**config.mk**
```make
export PLATFORM = sky130hd
export DESIGN_NAME = fetch_stage_if_id
export DESIGN_NICKNAME = d
export VERILOG_FILES = /design/src/rtl/fetch_stage_if_id.sv
export SDC_FILE = /design/constraint.sdc
export NUM_CORES = 1
export LEC_CHECK = 0
export CAP_MARGIN = 10
export CORE_MARGIN = 2
export CORE_UTILIZATION = 47
export DETAILED_ROUTE_END_ITERATION = 8
export GPL_TIMING_DRIVEN = 1
export PLACE_DENSITY = 0.77
export SLEW_MARGIN = 20
export SYNTH_ARGS = -nofsm -noshare
export SYNTH_HDL_FRONTEND = slang
export SYNTH_SLANG_ARGS = --single-unit
```
**constraint.sdc**
```tcl
create_clock -name clk -period 2.4 [get_ports clk]
set_input_delay 0.48 -clock clk [delete_from_list [all_inputs] [get_ports clk]]
set_output_delay 0.48 -clock clk [all_outputs]
set_load 0.01 [all_outputs]
```
**src/rtl/fetch_stage_if_id.sv**
```systemverilog
// Instruction-fetch stage: owns the PC, issues instruction-memory requests and
// produces the IF/ID pipeline register, with load-use stall and redirect handling.
module fetch_stage_if_id #(
    parameter logic [31:0] RESET_PC  = 32'h0000_0000,
    parameter logic [31:0] NOP_INSTR = 32'h0000_0000
) (
    input  logic        clk,
    input  logic        reset,
    input  logic [31:0] next_pc,
    input  logic        pc_src_taken,
    input  logic        stall,
    output logic [31:0] imem_addr,
    output logic        imem_req,
    input  logic [31:0] imem_rdata,
    input  logic        imem_ready,
    output logic [31:0] pc_plus_4,
    output logic [31:0] if_id_instr,
    output logic [31:0] if_id_pc_plus_4,
    output logic        if_id_valid
);

    typedef enum logic [1:0] {
        S_FETCH = 2'd0,
        S_HELD  = 2'd1,
        S_KILL  = 2'd2
    } state_t;

    state_t      state_r,      state_nxt_s;
    logic [31:0] pc_r,         pc_nxt_s;
    logic [31:0] instr_r,      instr_nxt_s;
    logic [31:0] pc4_r,        pc4_nxt_s;
    logic        valid_r,      valid_nxt_s;
    logic [31:0] hold_instr_r, hold_instr_nxt_s;
    logic [31:0] hold_pc4_r,   hold_pc4_nxt_s;
    logic [31:0] redir_pc_r,   redir_pc_nxt_s;
    logic [31:0] pc4_s;

    assign pc4_s           = pc_r + 32'd4;
    assign pc_plus_4       = pc4_s;
    assign imem_addr       = pc_r;
    assign imem_req        = (state_r != S_HELD);
    assign if_id_instr     = instr_r;
    assign if_id_pc_plus_4 = pc4_r;
    assign if_id_valid     = valid_r;

    // State register update; reset returns to FETCH at RESET_PC with a bubble in IF/ID.
    always_ff @(posedge clk) begin
        if (reset) begin
            state_r      <= S_FETCH;
            pc_r         <= RESET_PC;
            instr_r      <= NOP_INSTR;
            pc4_r        <= 32'h0000_0000;
            valid_r      <= 1'b0;
            hold_instr_r <= 32'h0000_0000;
            hold_pc4_r   <= 32'h0000_0000;
            redir_pc_r   <= 32'h0000_0000;
        end else begin
            state_r      <= state_nxt_s;
            pc_r         <= pc_nxt_s;
            instr_r      <= instr_nxt_s;
            pc4_r        <= pc4_nxt_s;
            valid_r      <= valid_nxt_s;
            hold_instr_r <= hold_instr_nxt_s;
            hold_pc4_r   <= hold_pc4_nxt_s;
            redir_pc_r   <= redir_pc_nxt_s;
        end
    end

    // Next-state logic: stall outranks redirect; a pending request is never abandoned.
    always_comb begin
        state_nxt_s      = state_r;
        pc_nxt_s         = pc_r;
        instr_nxt_s      = instr_r;
        pc4_nxt_s        = pc4_r;
        valid_nxt_s      = valid_r;
        hold_instr_nxt_s = hold_instr_r;
        hold_pc4_nxt_s   = hold_pc4_r;
        redir_pc_nxt_s   = redir_pc_r;

        case (state_r)
            S_FETCH: begin
                if (stall) begin
                    if (imem_ready) begin
                        hold_instr_nxt_s = imem_rdata;
                        hold_pc4_nxt_s   = pc4_s;
                        pc_nxt_s         = pc4_s;
                        state_nxt_s      = S_HELD;
                    end else begin
                        state_nxt_s      = S_FETCH;
                    end
                end else if (pc_src_taken) begin
                    instr_nxt_s = NOP_INSTR;
                    pc4_nxt_s   = 32'h0000_0000;
                    valid_nxt_s = 1'b0;
                    if (imem_ready) begin
                        pc_nxt_s       = next_pc;
                    end else begin
                        // The outstanding fetch must complete before the target is issued.
                        redir_pc_nxt_s = next_pc;
                        state_nxt_s    = S_KILL;
                    end
                end else if (imem_ready) begin
                    instr_nxt_s = imem_rdata;
                    pc4_nxt_s   = pc4_s;
                    valid_nxt_s = 1'b1;
                    pc_nxt_s    = pc4_s;
                end else begin
                    instr_nxt_s = NOP_INSTR;
                    pc4_nxt_s   = 32'h0000_0000;
                    valid_nxt_s = 1'b0;
                end
            end
            S_HELD: begin
                if (stall) begin
                    state_nxt_s = S_HELD;
                end else if (pc_src_taken) begin
                    instr_nxt_s = NOP_INSTR;
                    pc4_nxt_s   = 32'h0000_0000;
                    valid_nxt_s = 1'b0;
                    pc_nxt_s    = next_pc;
                    state_nxt_s = S_FETCH;
                end else begin
                    instr_nxt_s = hold_instr_r;
                    pc4_nxt_s   = hold_pc4_r;
                    valid_nxt_s = 1'b1;
                    state_nxt_s = S_FETCH;
                end
            end
            S_KILL: begin
                if (stall) begin
                    valid_nxt_s = valid_r;
                end else begin
                    instr_nxt_s = NOP_INSTR;
                    pc4_nxt_s   = 32'h0000_0000;
                    valid_nxt_s = 1'b0;
                end
                if (imem_ready) begin
                    pc_nxt_s    = redir_pc_r;
                    state_nxt_s = S_FETCH;
                end else begin
                    state_nxt_s = S_KILL;
                end
            end
            default: begin
                state_nxt_s = S_FETCH;
                instr_nxt_s = NOP_INSTR;
                pc4_nxt_s   = 32'h0000_0000;
                valid_nxt_s = 1'b0;
            end
        endcase
    end

endmodule

```
### After elaboration in Yosys (flattened, before gate mapping)

Index checks and enable logic that the tools add are counted.

| storage, ports and cells | value |
|---|---|
| bits in registers | 195 |
| bits of input ports | 69 |
| output and inout bits | 130 |
| logic and storage cells | 64 |

| cells by class | value |
|---|---|
| add/sub/neg operators | 1 |
| eq/ne operators | 11 |
| muxes and demuxes | 35 |
| bitwise logic cells | 2 |
| reductions and logical operators | 7 |

Operator list:

| cell | number |
|---|---|
| $mux 32 | 18 |
| $pmux 32 s3 | 3 |
| $add 32x3->32 const B | 1 |
| $ne 2x2->1 const B | 5 |
| $mux 1 | 8 |
| $mux 2 | 4 |
| $ne 3x3->1 const B | 2 |
| $pmux 2 s3 | 1 |
| $reduce_and 3->1 | 2 |
| $reduce_and 5->1 | 1 |
| $ne 4x4->1 const B | 1 |
| $reduce_and 4->1 | 1 |
| $pmux 1 s3 | 1 |
| $reduce_bool 3->1 | 1 |
| $eq 2x1->1 const B | 1 |
| $eq 2x2->1 const B | 1 |
| $logic_not 2->1 | 1 |
| $ne 2x1->1 const B | 1 |
| $not 1->1 | 2 |
| $reduce_and 2->1 | 1 |

### Depth between registers and ports, before layout

| depth | value |
|---|---|
| depth in word-level cells | 5 |
| depth in mapped cells | 10 |
| mapped depth without buffers | 7 |

### Worst setup path after synthesis

Ideal clock, no wire load.

| timing | value |
|---|---|
| kind | register -> output |
| start | register pc_r[3], in the netlist imem_addr[3] |
| end | output pc_plus_4[26] |
| arrival | 2.025 ns |
| data required time | 1.920 ns |
| setup slack | -0.105 ns |
| stages on the path, launching flop included | 7 |
| path buffers | 1 |
| path through | dfxtp_1 > ha_1 > nand3_2 > or3_4 > buf_2 > o31a_1 > or2_1 |

| between the ends | value |
|---|---|
| word-level cells in the longest chain between the ends | 1 |

RTL lines:

| item | RTL line | RTL |
|---|---|---|
| from (decl) | 29 | `logic [31:0] pc_r, pc_nxt_s;` |
| from (signal assigned) | 59 | `pc_r <= pc_nxt_s;` |
| $add 32x3->32 | 38 | `assign pc4_s = pc_r + 32'd4;` |
| to (decl) | 16 | `output logic [31:0] pc_plus_4,` |

No other way between the ends.

### Worst setup path after layout

| timing | value |
|---|---|
| start | register pc_r[6], in the netlist imem_addr[6] |
| end | output pc_plus_4[23] |

The elaborated chain is that of the path after synthesis.

==> results.toml <==
[status]
status = "finished with violations"
violations = "negative setup slack"

[synthesis]
synth_xor_area_frac = 0.0199
yosys.area_share.simple = 0.231
ys_seq_area_frac = 0.402
synth_edf_count = 0
synth.mux.area_fraction = 0.00529
avgSynthCellArea_um2 = 8.01
synth_top_family_by_area = "compound AO/OA/AOI/OAI gates"
syn_area_um2 = 9700
ys_warn_count = 0
synth-compound-area-share = 0.271
synthAdderAreaFrac = 0.00774
ys.flop_type = "dfxtp_1"
yosysUniqueCellTypes = 79
syn-num-nets = 1286
synth-async-reset-ratio = 0
synthCells = 1211
ys_ff_latch = 195

[detailed_routing]
drt_wl_total_um = 37000
postRouteAntennaNets = 0
drc = 0
vias = 11200
first_iter_violations = 1162
dr.pass1.iters = 6
viasPerCell = 5.98
wl_per_cell_um = 19.9

[layout]
fin_area_um2 = 15000
multi_input_area_um2 = 5680
fin_nets = 1656
fillers = 1393
drive_above_1_share = 0.277
area_growth_pct = 54.2
diodes = 0
regArea_um2 = 3940

[die]
die-area_um2 = 21800
die_w_um = 148
initial_core_util = 0.479
die_y_um = 148
core-area_um2 = 20200
pin_count = 199
rows = 52

[placement]
portBuffers = 198
placed_cell_area_um2 = 13300
hpwl_um = 24600
gp_congestion = 1.00
pre_cts_ws_ps = -271

[clocking]
cts.sinks = 195
clock_path_buffers = 2
cts_buffers = 17
ctsHoldBuffers = 0
cts_tree = "done"
clock-root-buffer = "clkbuf_16"
clk_latency_ps = 450
clkTransAtPathRegs_ps = 80
h-tree-depth = 4

[critical_path]
crit_start = "imem_addr[6]$_SDFFE_PP0P_"
end_kind = "primary output"
arrival_ps = 2190
r2r_start = "imem_addr[3]$_SDFFE_PP0P_"
required_ps = 1920
start_kind = "flip-flop"
worstSetupPathType = "flip-flop to primary output"
path_max_fanout = 7

[timing]
min_period_ps = 2670
hold_viol_final = 0
setup_slack_ps = -272
tightest_slew_ps = 570
rsz0062_at_grt = "yes"
fmax_ghz = 0.374
slew_headroom = 0.617
slew_violations = 0
post-route-period-util = 1.11
finalSetupViolCount = 20
skew_ps = 11.9
holdWs_ps = 441

[power_and_ir_drop]
switchingPower_w = 0.00265
seqPwrFrac = 0.413
switching_share = 0.312
clockPowerShare = 0.355
p_per_area_nw_per_um2 = 568
max-vdd-ir-drop_mv = 0.530
comb_power_share = 0.232
finalPower_w = 0.00850
intPower_w = 0.00585
p_leak_nw = 5.94

[global_routing]
grt_pass1_vias = 10300
antenna_found_initial = 0
grt_start_max_net_pins = 121
grt_overflow = 0
grtUsageTotal = 0.322
grt_first_pass_wirelength_um = 56100

[worst_hold_path]
hold_start = "reset"
hp-class = "input port to flip-flop"

[run]
cap_violations = 0
## worst paths after layout
check	to	slack, ps	depth (start not counted)
setup / recovery	pc_plus_4[23]	-270	6
hold / removal	state_r[1]$_SDFFE_PP0P_	440	2
setup reg to reg	if_id_pc_plus_4[22]$_SDFFE_PP0P_	-20	14
hold reg to reg	redir_pc_r[13]$_SDFFE_PP0P_	460	2
## Yosys cell counts, drive strengths merged (2+ instances only)
| library cell | number | area share |
|---|---|---|
| nor2 | 108 | 0.042 |
| xnor2 | 12 | 0.011 |
| nand2 | 180 | 0.070 |
| a221o | 4 | 0.0041 |
| mux2i | 4 | 0.0041 |
| clkbuf | 84 | 0.034 |
| buf | 32 | 0.022 |
| ha | 6 | 0.0077 |
| a211oi | 17 | 0.015 |
| dfxtp | 195 | 0.40 |
| a22o | 56 | 0.051 |
| or2 | 8 | 0.0052 |
| o32ai | 5 | 0.0045 |
| a22oi | 64 | 0.050 |
| and4 | 5 | 0.0045 |
| o31ai | 2 | 0.0015 |
| xor2 | 10 | 0.0090 |
| nor2b | 3 | 0.0019 |
| a222oi | 7 | 0.0072 |
| nand3 | 22 | 0.012 |
| o41ai | 2 | 0.0018 |
| o21ba | 3 | 0.0031 |
| a311oi | 2 | 0.0018 |
| a31oi | 10 | 0.0064 |
| inv | 16 | 0.0062 |
| a221oi | 4 | 0.0036 |
| or4 | 4 | 0.0035 |
| nor3 | 60 | 0.033 |
| or3 | 9 | 0.0070 |
| a21oi | 128 | 0.066 |
| o221ai | 8 | 0.0072 |
| a21boi | 2 | 0.0015 |
| nand4 | 19 | 0.015 |
| and3 | 9 | 0.0059 |
| nor4 | 16 | 0.018 |
| nand2b | 5 | 0.0040 |
| o31a | 6 | 0.0054 |
| a31o | 2 | 0.0018 |
| o21ai | 58 | 0.030 |
| and2 | 8 | 0.0052 |
## stage by stage
stage               TNS, ps  instances  utilization
floorplan                 0       1211            -
global placement      -5100       1768        0.655
global route          -4310       1864        0.739
finish                -3160       1864        0.739
detailed placement    -6260       1768        0.655
CTS                   -2940       1852        0.728
## timing repair
| action | CTS | global route |
|---|---|---|
| setup endpoints to repair | 29 | 31 |
| cloned | 0 | 1 |
| hold endpoints to repair | 0 | 0 |
| pin swaps | 45 | 25 |
| gates resized for setup | 220 | 39 |
| setup buffers | 52 | 16 |
## critical path, cell delays in order (launching register included)
cell and delay (ps):
dfxtp_2 360, nand4_4 170, or3_4 400, buf_8 150, o31a_1 270, or2_1 260
buf_6 140
## layout make-up
cell class                      instances  share of cell area
Inverter                               16             0.00401
Sequential cell                       195               0.264
Clock inverter                         15              0.0135
Multi-Input combinational cell        883               0.379
Clock buffer                           17              0.0284
Tap cell                              270              0.0226
Timing Repair Buffer                  468               0.288
## layout by cell type (no fill, tap or decap), types with 5 or more instances in the layout
master and instances:
nand3_1 17, o221ai_1 8, a31oi_1 10, a211oi_1 13, or3_1 6, and3_1 5, a21oi_1 124, a22oi_1 64
or2_4 6, clkbuf_16 18, inv_1 16, a222oi_1 7, clkdlybuf4s50_1 169, nand2_1 176, nor4_4 9, o21ai_0 49
nor3_4 7, nor3_1 52, o31a_1 6, xor2_1 6, buf_2 12, inv_6 5, buf_12 16, nor2_1 103
o21ai_1 9, nor4_1 6, dfxtp_2 25, and2_1 7, nand4_1 16, dfxtp_1 168, buf_6 43, xnor2_2 7
buf_4 219, clkinv_8 5, a22o_1 56
## layer usage
metal	vias up	global-route usage	share of wire
met5	-	0	0
met1	5258	0.442	0.41
met4	0	0.131	0.037
met3	109	0.0546	0.088
li1	5139	-	-
met2	645	0.505	0.46
## kinds of logic after synthesis
family          after synthesis
compound gates              389
xor+xnor                     22
fa+ha+maj                     6
buf+inv                     133
flops                       195
mux                           5
simple gates                461
## sequential cells by signal (all words and copies together), names as in the netlist
name / count
state_r: 2
imem_addr: 32
if_id_pc_plus_4: 32
if_id_valid: 1
hold_instr_r: 32
redir_pc_r: 32
if_id_instr: 32
hold_pc4_r: 32
## power groups by stage
stage          Clock [W]  Sequential, W  Combinational [W]
2_1_floorplan          0        0.00360           0.000821
3_3_place_gp           0        0.00356            0.00179
3_5_place_dp           0        0.00357            0.00181
4_1_cts          0.00304        0.00351            0.00189
6_report         0.00301        0.00351            0.00197
5_1_grt          0.00317        0.00353            0.00209
(Power assumes the default switching activity.)
